$ cat config.mk
export PLATFORM = sky130hd
export DESIGN_NAME = ahb_slave_mux_n_flat
export DESIGN_NICKNAME = d
export VERILOG_FILES = /design/src/rtl/ahb_slave_mux_n_if.sv /design/src/rtl/ahb_slave_mux_n.sv /design/src/flat_wrapper.sv
export SDC_FILE = /design/constraint.sdc
export NUM_CORES = 1
export LEC_CHECK = 0
export ABC_AREA = 1
export BUFFER_PORTS_ARGS = -buffer_cell sky130_fd_sc_hd__buf_2
export CORE_AREA = 2 2 150 152
export CTS_BUF_LIST = sky130_fd_sc_hd__clkbuf_16
export DETAILED_ROUTE_END_ITERATION = 8
export DIE_AREA = 0 0 152 154
export GPL_ROUTABILITY_DRIVEN = 0
export PLACE_DENSITY = 0.43
export SYNTH_ARGS = -nofsm -noshare
export SYNTH_HDL_FRONTEND = slang
export SYNTH_SLANG_ARGS = --single-unit
$ cat constraint.sdc
create_clock -name HCLK -period 2.43 [get_ports HCLK]
set_input_delay 0.1215 -clock HCLK [delete_from_list [all_inputs] [get_ports HCLK]]
set_output_delay 0.1215 -clock HCLK [all_outputs]
set_load 0.02 [all_outputs]
$ cat src/rtl/ahb_slave_mux_n_if.sv
// Bus bundle for ahb_slave_mux_n: master request, per-port slave responses
// and the muxed response returned to the master.
interface ahb_slave_mux_n_if #(
  parameter int NPORT = 10,
  parameter int DW    = 32
);
  logic                HREADY;
  logic [1:0]          HTRANS;
  logic [NPORT-1:0]    HSEL;
  logic [NPORT-1:0]    HREADYOUT_S;
  logic [NPORT-1:0]    HRESP_S;
  logic [NPORT*DW-1:0] HRDATA_S;
  logic                HREADYOUT;
  logic                HRESP;
  logic [DW-1:0]       HRDATA;
  logic                MUX_ERR;

  modport master (
    output HREADY, HTRANS, HSEL, HREADYOUT_S, HRESP_S, HRDATA_S,
    input  HREADYOUT, HRESP, HRDATA, MUX_ERR
  );

  modport slave (
    input  HREADY, HTRANS, HSEL, HREADYOUT_S, HRESP_S, HRDATA_S,
    output HREADYOUT, HRESP, HRDATA, MUX_ERR
  );
endinterface

$ cat src/rtl/ahb_slave_mux_n.sv
// AHB slave response multiplexer with built-in default (error) slave.
// Optional wait-state watchdog enabled by macro AHB_SLAVE_MUX_TIMEOUT_EN.
module ahb_slave_mux_n #(
  parameter int               NPORT   = 10,
  parameter int               DW      = 32,
  parameter logic [NPORT-1:0] PORT_EN = '1,
  parameter int               TIMEOUT = 256
) (
  input logic              HCLK,
  input logic              HRESET,
  ahb_slave_mux_n_if.slave bus
);
  typedef enum logic [2:0] {IDLE, ERR1, ERR2, TO1, TO2} state_t;

  state_t           state_q;
  logic [NPORT-1:0] sel_q;
  logic [NPORT-1:0] req_masked;
  logic [NPORT-1:0] req_onehot;
  logic             xfer_active;
  logic             unmapped;
  logic             sel_rdy;
  logic             sel_resp;
  logic             timed_out;
  logic [DW-1:0]    rdata_mux;
  logic [DW-1:0]    rdata_term [NPORT];

  if (NPORT < 1 || NPORT > 16 || TIMEOUT < 2 || TIMEOUT > 65535) begin : g_bad_cfg
    $error("ahb_slave_mux_n: NPORT or TIMEOUT out of range");
  end

  // Lowest set bit of the enabled request wins.
  assign req_masked  = bus.HSEL & PORT_EN;
  assign req_onehot  = req_masked & (~req_masked + NPORT'(1));
  assign xfer_active = (bus.HTRANS == 2'b10) || (bus.HTRANS == 2'b11);
  assign unmapped    = bus.HREADY && xfer_active && (req_masked == '0);

  for (genvar gi = 0; gi < NPORT; gi++) begin : g_port
    assign rdata_term[gi] = bus.HRDATA_S[gi*DW +: DW] & {DW{sel_q[gi]}};
  end

  always_comb begin
    rdata_mux = '0;
    for (int i = 0; i < NPORT; i++) begin
      rdata_mux = rdata_mux | rdata_term[i];
    end
  end

  assign sel_rdy  = |(sel_q & bus.HREADYOUT_S);
  assign sel_resp = |(sel_q & bus.HRESP_S);

`ifdef AHB_SLAVE_MUX_TIMEOUT_EN
  localparam logic [15:0] TO_LAST = 16'(TIMEOUT - 1);
  logic [15:0] wait_cnt_q;
  logic        stalled;

  assign stalled   = (state_q == IDLE) && (|sel_q) && !sel_rdy;
  assign timed_out = stalled && (wait_cnt_q == TO_LAST);

  always_ff @(posedge HCLK) begin
    if (HRESET || !stalled || timed_out) begin
      wait_cnt_q <= '0;
    end else begin
      wait_cnt_q <= wait_cnt_q + 16'd1;
    end
  end
`else
  assign timed_out = 1'b0;
`endif

  // Leaving IDLE always drops the slave selection so a late slave cannot leak through.
  always_ff @(posedge HCLK) begin
    if (HRESET) begin
      state_q <= IDLE;
      sel_q   <= '0;
    end else begin
      case (state_q)
        IDLE: begin
          if (unmapped) begin
            state_q <= ERR1;
            sel_q   <= '0;
          end else if (timed_out) begin
            state_q <= TO1;
            sel_q   <= '0;
          end else if (bus.HREADY) begin
            sel_q <= req_onehot;
          end
        end
        ERR1: state_q <= ERR2;
        TO1:  state_q <= TO2;
        ERR2, TO2: begin
          if (unmapped) begin
            state_q <= ERR1;
          end else begin
            state_q <= IDLE;
            if (bus.HREADY) begin
              sel_q <= req_onehot;
            end
          end
        end
        default: begin
          state_q <= IDLE;
          sel_q   <= '0;
        end
      endcase
    end
  end

  always_comb begin
    bus.HREADYOUT = 1'b1;
    bus.HRESP     = 1'b0;
    bus.HRDATA    = '0;
    case (state_q)
      IDLE: begin
        if (|sel_q) begin
          bus.HREADYOUT = sel_rdy;
          bus.HRESP     = sel_resp;
          bus.HRDATA    = rdata_mux;
        end
      end
      ERR1, TO1: begin
        bus.HREADYOUT = 1'b0;
        bus.HRESP     = 1'b1;
      end
      ERR2, TO2: begin
        bus.HRESP = 1'b1;
      end
      default: ;
    endcase
  end

  assign bus.MUX_ERR = (state_q == ERR1) || (state_q == TO1);

endmodule

$ cat src/flat_wrapper.sv
// flat-port wrapper written by rule: the top's interface ports become plain ports
module ahb_slave_mux_n_flat 
#(
  parameter int               NPORT   = 10,
  parameter int               DW      = 32,
  parameter logic [NPORT-1:0] PORT_EN = '1,
  parameter int               TIMEOUT = 256
)
  (HCLK, HRESET, bus_HREADY, bus_HTRANS, bus_HSEL, bus_HREADYOUT_S, bus_HRESP_S, bus_HRDATA_S, bus_HREADYOUT, bus_HRESP, bus_HRDATA, bus_MUX_ERR);
  ahb_slave_mux_n_if #(.NPORT(NPORT), .DW(DW)) bus_i ();
  input logic HCLK;
  input logic HRESET;
  input wire logic [$bits(bus_i.HREADY)-1:0] bus_HREADY;
  input wire logic [$bits(bus_i.HTRANS)-1:0] bus_HTRANS;
  input wire logic [$bits(bus_i.HSEL)-1:0] bus_HSEL;
  input wire logic [$bits(bus_i.HREADYOUT_S)-1:0] bus_HREADYOUT_S;
  input wire logic [$bits(bus_i.HRESP_S)-1:0] bus_HRESP_S;
  input wire logic [$bits(bus_i.HRDATA_S)-1:0] bus_HRDATA_S;
  output wire logic [$bits(bus_i.HREADYOUT)-1:0] bus_HREADYOUT;
  output wire logic [$bits(bus_i.HRESP)-1:0] bus_HRESP;
  output wire logic [$bits(bus_i.HRDATA)-1:0] bus_HRDATA;
  output wire logic [$bits(bus_i.MUX_ERR)-1:0] bus_MUX_ERR;
  assign bus_i.HREADY = bus_HREADY;
  assign bus_i.HTRANS = bus_HTRANS;
  assign bus_i.HSEL = bus_HSEL;
  assign bus_i.HREADYOUT_S = bus_HREADYOUT_S;
  assign bus_i.HRESP_S = bus_HRESP_S;
  assign bus_i.HRDATA_S = bus_HRDATA_S;
  assign bus_HREADYOUT = bus_i.HREADYOUT;
  assign bus_HRESP = bus_i.HRESP;
  assign bus_HRDATA = bus_i.HRDATA;
  assign bus_MUX_ERR = bus_i.MUX_ERR;
  ahb_slave_mux_n #(.NPORT(NPORT), .DW(DW), .PORT_EN(PORT_EN), .TIMEOUT(TIMEOUT)) u_core (.HCLK(HCLK), .HRESET(HRESET), .bus(bus_i));
endmodule
==> results.toml <==
[status]
outcome = "finished clean"

[floorplanning]
die-area_um2 = 23400
num_rows = 54
start_util_pct = 15.1
die_h_um = 154
fp.coreArea_um2 = 21700
ios = 390
die_x_um = 152

[timing]
worst_pin_slew_ns = 0.984
drv_slew = 0
final.min_clock_period_ns = 2.02
slew_headroom_pct = 34.4
skew_ns = 0.00460
hold_violations = 0
rsz0062_at_grt = "false"
fin_tns_setup_ns = 0
fmaxAchievable_ghz = 0.495
fin_ws_ns = 0.410
hold_slack_ns = 0.218
period_share_pct = 83.1
setup_viol = 0

[synth]
synth_seq_cells = 13
synth.yosys.warnings = 0
synth_cell_types = 28
synth_ff_type = "dfxtp_1"
synth_edf_count = 0
seq_area_frac_synth_pct = 7.94
syn_nets = 1042
synth_cells = 687
synth-async-reset-ratio_pct = 0
syn_avg_cell_area_um2 = 4.77
syn-cell-area_um2 = 3280

[detailed_routing]
wl_um = 21700
drc = 0
vias = 5910
drt-initial-drc-count = 485
drt-wirelength-per-cell_um = 16.3
routed_via_density = 4.44
ant_nets = 0
drt_first_pass_iters = 6

[cells_and_area]
final_cell_mix = "388 x buf_2, 376 x nand2_1, 65 x nand3_1"
final_nets = 1407
antenna_cells = 0
final_util_pct = 25.9
drive_gt1_share_pct = 42.8
area_growth_pct = 71.8
mostFrequentLayoutCell = "buf_2"

[setup_path]
r2r-end = "u_core.sel_q[1]$_SDFFE_PP0P_"
critical_path_class = "reg2out"
cp.required_ns = 2.31
critPathLaunchType = "register"
critPathArrivalTime_ns = 1.90
crit_fanout = 36
regToRegStartpoint = "u_core.state_q[2]$_SDFFE_PP0P_"
r2r_setup_slack_ns = 0.83
cp-end-kind = "primary output"
r2r_cells = 9
crit_end = "bus_HRDATA[21]"
worstSetupStartpoint = "u_core.sel_q[7]$_SDFFE_PP0P_"

[global_routing]
gr-total-overflow = 0
grtUsageTotal_pct = 17.4
grt_max_degree = 37
grt_pass1_wl_um = 32300
first_global_vias = 5930
antenna_found_initial = 0

[placement]
pre_cts_slack_ns = 0.662
io_buffers = 388
hpwl_um = 17200

[clock_network]
clk_pin_slew_ns = 0.05
cts_resized = 0
clkSinkCount = 13
post_cts_buffers = 0
cts.htree.levels = 1
clk_latency_ns = 0.24
cts_hold_repair.buffers = 0
root_buffer = "clkbuf_16"
cts_tree = "yes"
cts_buffer_depth = 2
numCtsBuffers = 3

[power]
powerDensity_nw_per_um2 = 209
vdd_drop_max_mv = 0.188
total_power_mw = 1.18
p_leak_nw = 3.17

[worst_hold_path]
min-delay-start = "bus_HSEL[9]"
hold_path_class = "in2reg"

[job]
drv_cap = 0
==> cells in the mapped netlist, types with 2 or more instances <==
library cell / instances / area (um2)
nand4_1: 34 / 213
o21ai_0: 13 / 65.1
nor3_1: 4 / 20.0
a22o_1: 3 / 26.3
nand3_1: 65 / 325
buf_1: 9 / 33.8
dfxtp_1: 13 / 260
a21oi_1: 3 / 15.0
nor2_1: 23 / 86.3
nand2_2: 10 / 62.6
o31ai_1: 32 / 240
inv_1: 38 / 143
nand2_1: 376 / 1410
inv_2: 6 / 22.5
nor2_2: 2 / 12.5
a21oi_2: 9 / 78.8
clkbuf_1: 9 / 33.8
buf_2: 28 / 140
==> critical path: stages, from the launching register on <==
cell     delay [ns]
dfxtp_2        0.97
buf_4          0.25
nand2_1        0.05
nand3_1        0.08
o31ai_1        0.07
inv_1          0.07
buf_2          0.15
==> layer usage <==
metal  track usage, %  vias up  routed length (um)
li1                 -     2945                   -
met1             20.7     2586                8700
met2             32.5      331               10800
met3             2.31       48                1510
met4             5.30        0                 689
met5                0        -                   0
==> state kept, by name (all words and copies together), names as in the netlist <==
name and flops:
u_core.sel_q 10, u_core.state_q 3
==> logic make-up after synthesis <==
| logic type | count (synthesis) | share of synthesized area (%) |
|---|---|---|
| AOI/OAI and AO/OA | 62 | 13.4 |
| DFF | 13 | 7.95 |
| and+or+nand+nor | 520 | 66.7 |
| buffers and inverters | 92 | 11.9 |
==> how the worst min path moves through the flow <==
stage                                     endpoint  slack (ns)  depth (start not counted)
finish              u_core.state_q[0]$_SDFFE_PP0P_        0.22                          4
global route        u_core.state_q[0]$_SDFFE_PP0P_        0.23                          4
CTS                 u_core.state_q[0]$_SDFFE_PP0P_        0.22                          4
detailed placement  u_core.state_q[0]$_SDFFE_PP0P_        0.46                          4
global placement    u_core.state_q[0]$_SDFFE_PP0P_        0.46                          4
floorplan           u_core.state_q[2]$_SDFFE_PP0P_        0.20                          1
==> metrics by stage <==
stage / instance area [um2] / cells
final: 5630 / 1331
after global routing: 5630 / 1331
after CTS: 5630 / 1331
after detailed placement: 5550 / 1327
after global placement: 5550 / 1327
after floorplan: 3280 / 687
==> power breakdown <==
part           switching [mW]  internal (mW)
combinational           0.312          0.319
sequential             0.0252          0.218
clock                  0.0871          0.217
==> layout make-up <==
cell class                      instances  area [um2]
Multi-Input combinational cell        582        2630
Clock buffer                            3        75.1
Fill cell                            2594       16100
Timing Repair Buffer                  407        2120
Sequential cell                        13         273
Tap cell                              280         350
Inverter                               45         171
Clock inverter                          1        3.75
Note: power is estimated with default switching activity, not from simulation.
